File: config.mk
export PLATFORM = sky130hd
export DESIGN_NAME = beat_detector
export DESIGN_NICKNAME = d
export VERILOG_FILES = /design/src/rtl/beat_pkg.sv /design/src/rtl/block_energy.sv /design/src/rtl/beat_detector.sv
export SDC_FILE = /design/constraint.sdc
export NUM_CORES = 1
export LEC_CHECK = 0
export CAP_MARGIN = 20
export CORE_ASPECT_RATIO = 0.9
export CORE_MARGIN = 4
export CORE_UTILIZATION = 55
export CTS_BUF_LIST = sky130_fd_sc_hd__clkbuf_16
export CTS_CLUSTER_DIAMETER = 80
export DETAILED_ROUTE_END_ITERATION = 6
export PLACE_DENSITY = 0.74
export SETUP_SLACK_MARGIN = 0.02
export SKIP_CTS_REPAIR_TIMING = 1
export SYNTH_ARGS = -nofsm -noshare
export SYNTH_HDL_FRONTEND = slang
export SYNTH_HIERARCHICAL = 1
export SYNTH_SLANG_ARGS = --single-unit
File: constraint.sdc
create_clock -name clk -period 10.64 [get_ports clk]
set_clock_uncertainty 0.05 [all_clocks]
set_input_delay 2.128 -clock clk [delete_from_list [all_inputs] [get_ports clk]]
set_output_delay 2.128 -clock clk [all_outputs]
set_load 0.005 [all_outputs]
File: src/rtl/beat_pkg.sv
`default_nettype none
// +------------------------------------------------------------------------+
// | Module   : beat_pkg                                                    |
// | Purpose  : Shared types and constants for the drum-roll analysis path. |
// |            The transient generator imports the same constants so that  |
// |            both sides agree on the units of the bpm word.              |
// | Contents : beat_state_t (WARMUP, ARMED, HOLDOFF), DATA_IN_BITS,        |
// |            DECIMATION_BITS, BPM_BITS.                                  |
// | Revision : 1.0 - initial release                                       |
// +------------------------------------------------------------------------+
package beat_pkg;

   localparam int DATA_IN_BITS    = 24;
   localparam int DECIMATION_BITS = 6;
   localparam int BPM_BITS        = 11;

   typedef enum logic [1:0] {
      WARMUP  = 2'd0,
      ARMED   = 2'd1,
      HOLDOFF = 2'd2
   } beat_state_t;

endpackage
`default_nettype wire

File: src/rtl/block_energy.sv
`default_nettype none
// +------------------------------------------------------------------------+
// | Module   : block_energy                                                |
// | Purpose  : Rectifies stereo samples (|l| + |r|) and sums them over     |
// |            blocks of 2^DECIMATION_BITS valid samples.                  |
// | Ports    : clk, rst          - clock, synchronous active-high reset    |
// |            sample_valid      - qualifies data_in_l / data_in_r         |
// |            data_in_l/_r      - signed samples                          |
// |            e, e_valid        - block energy and its one-cycle strobe   |
// | Revision : 1.0 - initial release                                       |
// +------------------------------------------------------------------------+
module block_energy #(
   parameter int DATA_IN_BITS    = 24,
   parameter int DECIMATION_BITS = 6
) (
   input  logic                                    clk,
   input  logic                                    rst,
   input  logic                                    sample_valid,
   input  logic [DATA_IN_BITS-1:0]                 data_in_l,
   input  logic [DATA_IN_BITS-1:0]                 data_in_r,
   output logic [DATA_IN_BITS+DECIMATION_BITS-1:0] e,
   output logic                                    e_valid
);

   localparam int ACC_W = DATA_IN_BITS + DECIMATION_BITS;
   localparam int MAG_W = DATA_IN_BITS - 1;

   logic [MAG_W-1:0]           w_neg_l, w_neg_r;
   logic [MAG_W-1:0]           w_abs_l, w_abs_r;
   logic [DATA_IN_BITS-1:0]    w_mag;
   logic [ACC_W-1:0]           w_acc_sum;
   logic [ACC_W-1:0]           r_acc;
   logic [DECIMATION_BITS-1:0] r_cnt;

   // Only the low MAG_W bits of the negation are needed: the magnitude of
   // any code except the most-negative one fits there. The most-negative
   // code would come out as 0, so it is saturated to all-ones explicitly.
   always_comb begin
      w_neg_l = MAG_W'(~data_in_l[MAG_W-1:0]) + MAG_W'(1);
      w_neg_r = MAG_W'(~data_in_r[MAG_W-1:0]) + MAG_W'(1);

      if (!data_in_l[DATA_IN_BITS-1])
         w_abs_l = data_in_l[MAG_W-1:0];
      else if (~|data_in_l[MAG_W-1:0])
         w_abs_l = '1;
      else
         w_abs_l = w_neg_l;

      if (!data_in_r[DATA_IN_BITS-1])
         w_abs_r = data_in_r[MAG_W-1:0];
      else if (~|data_in_r[MAG_W-1:0])
         w_abs_r = '1;
      else
         w_abs_r = w_neg_r;

      // Two MAG_W-bit magnitudes always fit in DATA_IN_BITS bits.
      w_mag     = {1'b0, w_abs_l} + {1'b0, w_abs_r};
      w_acc_sum = r_acc + ACC_W'(w_mag);
   end

   always_ff @(posedge clk) begin
      if (rst) begin
         r_acc   <= '0;
         r_cnt   <= '0;
         e       <= '0;
         e_valid <= 1'b0;
      end else begin
         e_valid <= 1'b0;
         if (sample_valid) begin
            r_cnt <= r_cnt + DECIMATION_BITS'(1);
            if (&r_cnt) begin
               // Last sample of the block: publish the full sum and start over.
               e       <= w_acc_sum;
               e_valid <= 1'b1;
               r_acc   <= '0;
            end else begin
               r_acc <= w_acc_sum;
            end
         end
      end
   end

endmodule
`default_nettype wire

File: src/rtl/beat_detector.sv
`default_nettype none
// +------------------------------------------------------------------------+
// | Module   : beat_detector                                               |
// | Purpose  : Detects percussive onsets from block energy compared with a |
// |            running average, and measures the interval between onsets. |
// | Ports    : clk, rst          - clock, synchronous active-high reset    |
// |            sample_valid      - qualifies data_in_l / data_in_r         |
// |            data_in_l/_r      - signed stereo samples                   |
// |            transient         - one-cycle onset pulse                   |
// |            bpm               - last accepted interval, in blocks       |
// |            bpm_valid         - one-cycle pulse when bpm updates        |
// | Revision : 1.0 - initial release                                       |
// +------------------------------------------------------------------------+
module beat_detector
   import beat_pkg::*;
#(
   parameter int DATA_IN_BITS    = beat_pkg::DATA_IN_BITS,
   parameter int DECIMATION_BITS = beat_pkg::DECIMATION_BITS,
   parameter int BPM_BITS        = beat_pkg::BPM_BITS,
   parameter int SMOOTH_SHIFT    = 4,
   parameter int THRESH_X8       = 12,
   parameter int ENERGY_FLOOR    = 2**20,
   parameter int MIN_BLOCKS      = 4,
   parameter int WARMUP_BLOCKS   = 16
) (
   input  logic                    clk,
   input  logic                    rst,
   input  logic                    sample_valid,
   input  logic [DATA_IN_BITS-1:0] data_in_l,
   input  logic [DATA_IN_BITS-1:0] data_in_r,
   output logic                    transient,
   output logic [BPM_BITS-1:0]     bpm,
   output logic                    bpm_valid
);

   localparam int ACC_W   = DATA_IN_BITS + DECIMATION_BITS;
   localparam int PROD_W  = ACC_W + 4;
   localparam int CNT_MAX = (WARMUP_BLOCKS > MIN_BLOCKS) ? WARMUP_BLOCKS : MIN_BLOCKS;
   localparam int CNT_W   = $clog2(CNT_MAX) + 1;

   logic [ACC_W-1:0]        w_e;
   logic                    w_e_valid;

   logic [PROD_W-1:0]       w_e_x8, w_avg_xt;
   logic                    w_onset;
   logic signed [ACC_W:0]   w_diff, w_avg_sum;
   logic [ACC_W-1:0]        w_avg_next;
   logic                    w_since_sat;
   logic [BPM_BITS-1:0]     w_measured, w_since_inc;
   logic                    w_accept;

   beat_state_t             r_state;
   logic [CNT_W-1:0]        r_blk_cnt;
   logic [ACC_W-1:0]        r_avg;
   logic [BPM_BITS-1:0]     r_since;
   logic                    r_have_prev;

   block_energy #(
      .DATA_IN_BITS    (DATA_IN_BITS),
      .DECIMATION_BITS (DECIMATION_BITS)
   ) u_energy (
      .clk          (clk),
      .rst          (rst),
      .sample_valid (sample_valid),
      .data_in_l    (data_in_l),
      .data_in_r    (data_in_r),
      .e            (w_e),
      .e_valid      (w_e_valid)
   );

   always_comb begin
      // Ratio test e > avg * THRESH_X8/8 done without division; the 4 extra
      // bits cover both the x8 and the x12 product.
      w_e_x8   = {1'b0, w_e, 3'b000};
      w_avg_xt = PROD_W'(r_avg) * PROD_W'(THRESH_X8);
      w_onset  = (w_e_x8 > w_avg_xt) && (w_e >= ACC_W'(ENERGY_FLOOR)) &&
                 (r_state == ARMED);

      // avg + ((e - avg) >>> SHIFT) lies in [-1, max(e, avg)], so one extra
      // sign bit is enough and only the negative side needs clamping.
      w_diff     = $signed({1'b0, w_e}) - $signed({1'b0, r_avg});
      w_avg_sum  = $signed({1'b0, r_avg}) + (w_diff >>> SMOOTH_SHIFT);
      w_avg_next = w_avg_sum[ACC_W] ? '0 : w_avg_sum[ACC_W-1:0];

      w_since_sat = &r_since;
      w_measured  = r_since + BPM_BITS'(1);
      w_since_inc = w_since_sat ? r_since : w_measured;
      w_accept    = w_onset && r_have_prev && !w_since_sat &&
                    (w_measured >= BPM_BITS'(MIN_BLOCKS));
   end

   always_ff @(posedge clk) begin
      if (rst) begin
         r_state     <= WARMUP;
         r_blk_cnt   <= '0;
         r_avg       <= '0;
         r_since     <= '0;
         r_have_prev <= 1'b0;
         transient   <= 1'b0;
         bpm         <= '0;
         bpm_valid   <= 1'b0;
      end else begin
         transient <= 1'b0;
         bpm_valid <= 1'b0;

         if (w_e_valid) begin
            r_avg <= w_avg_next;

            if (w_onset) begin
               transient   <= 1'b1;
               r_since     <= '0;
               r_have_prev <= 1'b1;
               if (w_accept) begin
                  bpm       <= w_measured;
                  bpm_valid <= 1'b1;
               end
            end else begin
               r_since <= w_since_inc;
               // A saturated interval is no longer a valid reference.
               if (&w_since_inc)
                  r_have_prev <= 1'b0;
            end

            case (r_state)
               WARMUP: begin
                  if (r_blk_cnt == CNT_W'(WARMUP_BLOCKS - 1)) begin
                     r_state   <= ARMED;
                     r_blk_cnt <= '0;
                  end else begin
                     r_blk_cnt <= r_blk_cnt + CNT_W'(1);
                  end
               end
               ARMED: begin
                  if (w_onset) begin
                     r_state   <= HOLDOFF;
                     r_blk_cnt <= '0;
                  end
               end
               HOLDOFF: begin
                  if (r_blk_cnt == CNT_W'(MIN_BLOCKS - 1)) begin
                     r_state   <= ARMED;
                     r_blk_cnt <= '0;
                  end else begin
                     r_blk_cnt <= r_blk_cnt + CNT_W'(1);
                  end
               end
               default: begin
                  r_state   <= WARMUP;
                  r_blk_cnt <= '0;
               end
            endcase
         end
      end
   end

endmodule
`default_nettype wire

==> impl_metrics.env, run 1 <==
export IMPL_route_vias_total=12120
export IMPL_num_nets_final=1917
export IMPL_clock_path_buffers=2
export IMPL_rows=52
export IMPL_firstDrtPassIters=7
export IMPL_swShare=0.4098
export IMPL_cp_required_ns=10.92
export IMPL_power_density_cells_nw_per_um2=141.3
export IMPL_finalSetupViolations=0
export IMPL_synthDominantCellAreaShare=0.2010
export IMPL_syn_to_final_growth_pct=11.58
export IMPL_endpoint_kind="flop"
export IMPL_main_combinational_cell_family_by_area_after_synthesis="compound AO/OA/AOI/OAI gates"
export IMPL_status="finished, violations left"
export IMPL_globalRouteOverflowTotal=0
export IMPL_worst_hold_path_type="flop to flop"
export IMPL_max_slew_worst_pin_slew_ns=0.8405
export IMPL_worstPathCellList="clkdlybuf4s50_1 -> inv_1 -> ha_1 -> or3b_4 -> or4_1 -> or3_4 -> nor3_4 -> nor2_1 -> nand2_1 -> o21ai_0 -> fa_1 -> inv_1 -> ha_1 -> inv_1 -> fa_1 -> nand2b_1 -> a21oi_1 -> o21ai_0 -> a2111oi_0 -> o21ai_0 -> a21o_1 -> a21o_1"
export IMPL_gp_congestion=0.9083
export IMPL_timing_hold_violations_final=0
export IMPL_number_of_nets_with_antenna_violations_after_detailed_routing=0
export IMPL_critical_path_top_delay_family="simple AND/OR/NAND/NOR gates"
export IMPL_static_leakage_power_uw=0.006267
export IMPL_grt_start_max_net_pins=61
export IMPL_critPathMaxStageDelay_ns=0.67
export IMPL_detail_route_iter0_violations=876
export IMPL_maxClockFrequency_mhz=127.8
export IMPL_max_cap_violations=0
export IMPL_wl_per_cell_microns=16.33
export IMPL_synth_mux_area_frac=0.004869
export IMPL_synthesis_area_sq_um=12850
export IMPL_die_height_microns=153.0
export IMPL_cts_htree_levels=4
export IMPL_netlist_instances=1660
export IMPL_placeable_core_region_sq_um=22710
export IMPL_crit_slowest_cell="sky130_fd_sc_hd__a2111oi_0"
export IMPL_grt_pass1_vias=11210
export IMPL_layout_cell_share_with_drive_strength_beyond_1=0.04401
export IMPL_global_route_usage_total=0.2479
export IMPL_path_buf_inv=4
export IMPL_die_x_microns=169.1
export IMPL_portBuffers=63
export IMPL_insertedDiodeCount=0
export IMPL_synth_edf_count=0
export IMPL_violations="DRC"
export IMPL_clk_pin_slew_ns=0.08
export IMPL_postSynthRegisterBits=129
export IMPL_synth_xor_area_frac=0.08862
export IMPL_grt_first_pass_wirelength_mm=54.28
export IMPL_synth_area_top_cells="sky130_fd_sc_hd__dfxtp_1 (20%), sky130_fd_sc_hd__ha_1 (15%), sky130_fd_sc_hd__a21oi_1 (5.5%)"
export IMPL_initial_core_util=0.5658
export IMPL_layout_cells_most_common="sky130_fd_sc_hd__ha_1"
export IMPL_synth_warning_count=6
export IMPL_total_negative_setup_slacks_ns=0
export IMPL_detail_route_vias_per_cell=6.056
export IMPL_final_period_minus_worst_setup_slack_ns=7.824
export IMPL_yosys_cell_types_count=75
export IMPL_share_comb_of_total_power=0.426
export IMPL_tritoncts="built"
export IMPL_setup_worst_path_class="primary input to flop"
export IMPL_synth_async_sr_flop_share=0
export IMPL_ys_seq_area_frac=0.2010
export IMPL_dpl_hpwl_mm=25.43
export IMPL_number_of_i_o_pins=64
export IMPL_total_power_uw=2025
export IMPL_clock_network_fraction_of_total_power=0.306
export IMPL_detail_route_drc_violations=2
export IMPL_worstSetupStartpointType="primary input"
export IMPL_sequentialPowerShare=0.268
export IMPL_grt_setup_unrepaired="false"
export IMPL_synth_simple_gate_area_share=0.1817
export IMPL_yosysTopAreaCell="sky130_fd_sc_hd__dfxtp_1"
export IMPL_postRouteWirelength_mm=32.67
export IMPL_cts_inserted_buffers=17
export IMPL_commonest_cells_after_routing_fill_and_taps_aside="sky130_fd_sc_hd__ha_1 (149), sky130_fd_sc_hd__a21oi_1 (142), sky130_fd_sc_hd__nand2_1 (137)"
export IMPL_syn_num_nets=1886
export IMPL_post_synth_fa_ha_maj_area_fraction=0.1856
export IMPL_synth_compound_gate_area_share=0.2791
export IMPL_crit_fanout=9
export IMPL_fin_worst_hold_slack_ns=0.4087
export IMPL_timing_critical_path_arrival_ns=8.10
export IMPL_cts_root_buffer="sky130_fd_sc_hd__clkbuf_16"
export IMPL_synth_flop_cell="sky130_fd_sc_hd__dfxtp_1"
export IMPL_fp_dieArea_sq_um=25870
export IMPL_antenna_violations_before_repair=0
export IMPL_p_int_uw=1195
export IMPL_final_worst_path_period_share=0.7353
export IMPL_vdd_drop_max_mv=0.1451
export IMPL_maxSlewHeadroom=0.4337
export IMPL_drv_slew=0
export IMPL_worst_skew_pair_late_latency_ns=0.44
export IMPL_power_switching_uw=830.0
export IMPL_cts_num_sinks=129
export IMPL_synth_avg_cell_area_sq_um=7.739
==> cell families after synthesis <==
kind of cell / count (synthesis)
buf+inv: 196
compound gates: 550
simple gates: 474
fa+ha+maj: 175
xor+xnor: 130
flops: 129
mux: 6
==> cells in the mapped netlist, types with 27 or more instances <==
cell / n
sky130_fd_sc_hd__a21oi_1: 142
sky130_fd_sc_hd__inv_1: 134
sky130_fd_sc_hd__dfxtp_1: 129
sky130_fd_sc_hd__nor3_1: 27
sky130_fd_sc_hd__a21o_1: 38
sky130_fd_sc_hd__ha_1: 149
sky130_fd_sc_hd__xnor2_1: 74
sky130_fd_sc_hd__nor2_1: 114
sky130_fd_sc_hd__nand3_1: 40
sky130_fd_sc_hd__o21ai_0: 112
sky130_fd_sc_hd__clkbuf_1: 53
sky130_fd_sc_hd__nand2_1: 137
sky130_fd_sc_hd__xor2_1: 56
sky130_fd_sc_hd__a22o_1: 52
==> through the flow <==
stage	area, sq um	instances	setup slack, ns	util
global placement	13660	1965	2.511	0.6014
CTS	14260	1997	2.781	0.6282
global route	14340	2001	2.385	0.6313
detailed placement	13660	1965	2.328	0.6014
floorplan	12850	1660	3.721	-
finish	14340	2001	2.816	0.6313
==> routing by layer <==
metal	vias up	global-route usage	routed length [microns]
met4	0	0.05251	408
li1	6110	-	-
met1	5635	0.3554	15980
met5	-	0	0
met3	33	0.03667	1815
met2	341	0.3978	14460
==> power groups by stage <==
stage / Sequential (uW) / Clock [uW] / Combinational (uW)
5_1_grt: 547 / 647 / 967
3_3_place_gp: 552 / 0 / 829
3_5_place_dp: 553 / 0 / 842
4_1_cts: 542 / 628 / 848
6_report: 543 / 619 / 863
2_1_floorplan: 545 / 0 / 642
==> worst min-delay path, delay by kind of cell (launching register included) <==
family / cells / cell delay (ns)
buffers and inverters: 1 / 0.05
flip-flops: 1 / 0.31
AO/OA/AOI/OAI: 1 / 0.05
==> sequential cells by signal, indices dropped and copies added, names as in the netlist <==
| register | count |
|---|---|
| r_state | 2 |
| bpm_valid | 1 |
| r_blk_cnt | 5 |
| u_energy/e | 30 |
| bpm | 11 |
| r_avg | 30 |
| u_energy/r_acc | 30 |
| r_have_prev | 1 |
| r_since | 11 |
| transient | 1 |
| u_energy/e_valid | 1 |
| u_energy/r_cnt | 6 |
==> worst paths after layout <==
check | startpoint | endpoint | slack, ns | cells after the start
max | data_in_r[1] | u_energy/r_acc[25]$_SDFFE_PP0P_ | 2.82 | 22
min | bpm[7]$_SDFFE_PP0P_ | bpm[7]$_SDFFE_PP0P_ | 0.41 | 2
max reg2reg | r_avg[1]$_SDFFE_PP0P_ | r_blk_cnt[2]$_SDFFE_PP0P_ | 4.69 | 19
min reg2reg | bpm[7]$_SDFFE_PP0P_ | bpm[7]$_SDFFE_PP0P_ | 0.41 | 2
==> final cells by class <==
cell class / instances / area, sq um
Multi-Input combinational cell: 1335 / 9520
Fill cell: 2058 / 8372
Sequential cell: 129 / 2582
Timing Repair Buffer: 74 / 749.5
Inverter: 134 / 503.0
Clock buffer: 17 / 425.4
Tap cell: 297 / 371.6
Clock inverter: 15 / 182.7
No activity file was read; power rests on OpenSTA's default activity.
==> run 2: changes to the inputs <==
clock period = 7.72 ns   (was 10.64 ns; I/O delays follow)
==> impl_metrics.env, run 2 (synthesis results as in run 1) <==
export IMPL_vdd_drop_max_mv=0.1440
export IMPL_route_vias_total=12050
export IMPL_syn_to_final_growth_pct=11.39
export IMPL_antenna_violations_before_repair=0
export IMPL_tritoncts="built"
export IMPL_max_slew_worst_pin_slew_ns=0.8456
export IMPL_number_of_nets_with_antenna_violations_after_detailed_routing=0
export IMPL_cts_num_sinks=129
export IMPL_fin_worst_hold_slack_ns=0.4102
export IMPL_r2r_start="r_avg[1]$_SDFFE_PP0P_"
export IMPL_status="complete, no violations"
export IMPL_n_fill_cell=2055
export IMPL_total_negative_setup_slacks_ns=0
export IMPL_commonest_cells_after_routing_fill_and_taps_aside="sky130_fd_sc_hd__ha_1 (149), sky130_fd_sc_hd__a21oi_1 (142), sky130_fd_sc_hd__nand2_1 (137)"
export IMPL_dpl_hpwl_mm=25.24
export IMPL_critPathMaxStageDelay_ns=0.71
export IMPL_layout_cells_most_common="sky130_fd_sc_hd__ha_1"
export IMPL_setup_worst_path_class="primary input to flop"
export IMPL_detail_route_drc_violations=0
export IMPL_cp_required_ns=8.00
export IMPL_maxClockFrequency_mhz=141.5
export IMPL_global_route_usage_total=0.2444
export IMPL_clk_pin_slew_ns=0.08
export IMPL_crit_slowest_cell="sky130_fd_sc_hd__a2111oi_0"
export IMPL_finalSetupViolations=0
export IMPL_rows=52
export IMPL_worst_skew_pair_late_latency_ns=0.44
export IMPL_clock_network_fraction_of_total_power=0.296
export IMPL_post_layout_utilization_of_the_core=0.6303
export IMPL_cts_root_buffer="sky130_fd_sc_hd__clkbuf_16"
export IMPL_grt_pass1_vias=11040
export IMPL_maxSlewHeadroom=0.4342
export IMPL_initial_core_util=0.5658
export IMPL_timing_hold_violations_final=0
export IMPL_number_of_i_o_pins=64
export IMPL_postRouteWirelength_mm=32.10
export IMPL_critical_path_top_delay_family="simple AND/OR/NAND/NOR gates"
export IMPL_timing_critical_path_arrival_ns=7.35
export IMPL_firstDrtPassIters=6
export IMPL_placeable_core_region_sq_um=22710
export IMPL_insertedDiodeCount=0
export IMPL_clock_path_buffers=2
export IMPL_die_x_microns=169.1
export IMPL_grt_start_max_net_pins=61
export IMPL_final_period_minus_worst_setup_slack_ns=7.066
export IMPL_swShare=0.4133
export IMPL_timing_hold_worst_start="bpm[10]$_SDFFE_PP0P_"
export IMPL_layout_cell_share_with_drive_strength_beyond_1=0.04625
export IMPL_gp_congestion=0.9403
export IMPL_final_worst_path_period_share=0.9152
export IMPL_power_density_cells_nw_per_um2=192.1
export IMPL_cts_inserted_buffers=17
export IMPL_detail_route_vias_per_cell=6.012
export IMPL_endpoint_kind="flop"
export IMPL_power_switching_uw=1136
export IMPL_cts_htree_levels=4
export IMPL_critPathLaunch="data_in_r[0]"
export IMPL_globalRouteOverflowTotal=0
export IMPL_path_buf_inv=4
export IMPL_p_int_uw=1613
export IMPL_share_comb_of_total_power=0.432
export IMPL_wl_per_cell_microns=16.01
export IMPL_layout_top_registers="r_avg: 30 flops, u_energy/e: 30 flops, u_energy/r_acc: 30 flops"
export IMPL_fp_dieArea_sq_um=25870
export IMPL_static_leakage_power_uw=0.006262
export IMPL_worst_hold_path_type="flop to flop"
export IMPL_drv_slew=0
export IMPL_sequentialPowerShare=0.272
export IMPL_worstSetupStartpointType="primary input"
export IMPL_detail_route_iter0_violations=914
export IMPL_max_cap_violations=0
export IMPL_worstPathCellList="clkdlybuf4s50_1 -> inv_1 -> ha_1 -> or3b_4 -> or4_1 -> or3_4 -> nor3_4 -> nor2_1 -> nand2_1 -> o21ai_0 -> fa_1 -> inv_1 -> ha_1 -> inv_1 -> fa_1 -> nand2b_1 -> a21oi_1 -> o21ai_0 -> a2111oi_0 -> o21ai_0 -> a21o_1 -> a21o_1"
export IMPL_portBuffers=63
export IMPL_crit_fanout=7
export IMPL_num_nets_final=1921
export IMPL_die_height_microns=153.0
export IMPL_grt_first_pass_wirelength_mm=53.54
export IMPL_grt_setup_unrepaired="false"
run 2: cell count changes in the layout (fill, tap and decap cells not counted), sizes merged:
cell	delta
buf	+5
bufinv	-1
clkbuf	-1
clkinv	+1
run 2: routing by layer:
metal / share of wire / track usage
met5: 0 / 0
met4: 0.015 / 0.05443
met3: 0.053 / 0.04649
met2: 0.43 / 0.3831
met1: 0.50 / 0.3503
run 2: path summary, 6_finish.rpt:
| path | to | slack, ns | cells past startpoint |
|---|---|---|---|
| worst max-delay path | u_energy/r_acc[25]$_SDFFE_PP0P_ | 0.65 | 22 |
| worst min-delay path | bpm[10]$_SDFFE_PP0P_ | 0.41 | 2 |
| worst max register to register | r_avg[14]$_SDFFE_PP0P_ | 1.82 | 19 |
| worst min register to register | bpm[10]$_SDFFE_PP0P_ | 0.41 | 2 |
run 2: power by group through the flow:
stage | logic, uW | clock network, uW | registers (uW)
final | 1190 | 813 | 749
after global routing | 1320 | 854 | 754
after CTS | 1170 | 826 | 747
after detailed placement | 1160 | 0 | 760
after global placement | 1140 | 0 | 758
after floorplan | 885 | 0 | 751
run 2: layout make-up:
class	instances	area, sq um	share of cell area
multi-input combinational	1335	9520	0.6652
tap	297	371.6	0.02597
clock buffer	17	425.4	0.02973
inverter	134	503.0	0.03515
clock inverter	15	158.9	0.01110
timing repair buffer	78	749.5	0.05237
sequential	129	2582	0.1805
run 2: metrics by stage:
step | area, sq um | setup slack [ns] | cells | total power [uW]
6_report | 14310 | 0.6544 | 2005 | 2749
5_1_grt | 14310 | 0.1716 | 2005 | 2932
4_1_cts | 14290 | 0.7032 | 2003 | 2739
2_1_floorplan | 12850 | 1.385 | 1660 | 1636
3_3_place_gp | 13700 | 0.3938 | 1971 | 1897
3_5_place_dp | 13700 | 0.2545 | 1971 | 1917
run 2: tightest hold or removal path: stages, from the launching register on:
cell and delay, ns:
sky130_fd_sc_hd__dfxtp_1 0.31, sky130_fd_sc_hd__inv_1 0.05, sky130_fd_sc_hd__a211oi_1 0.05
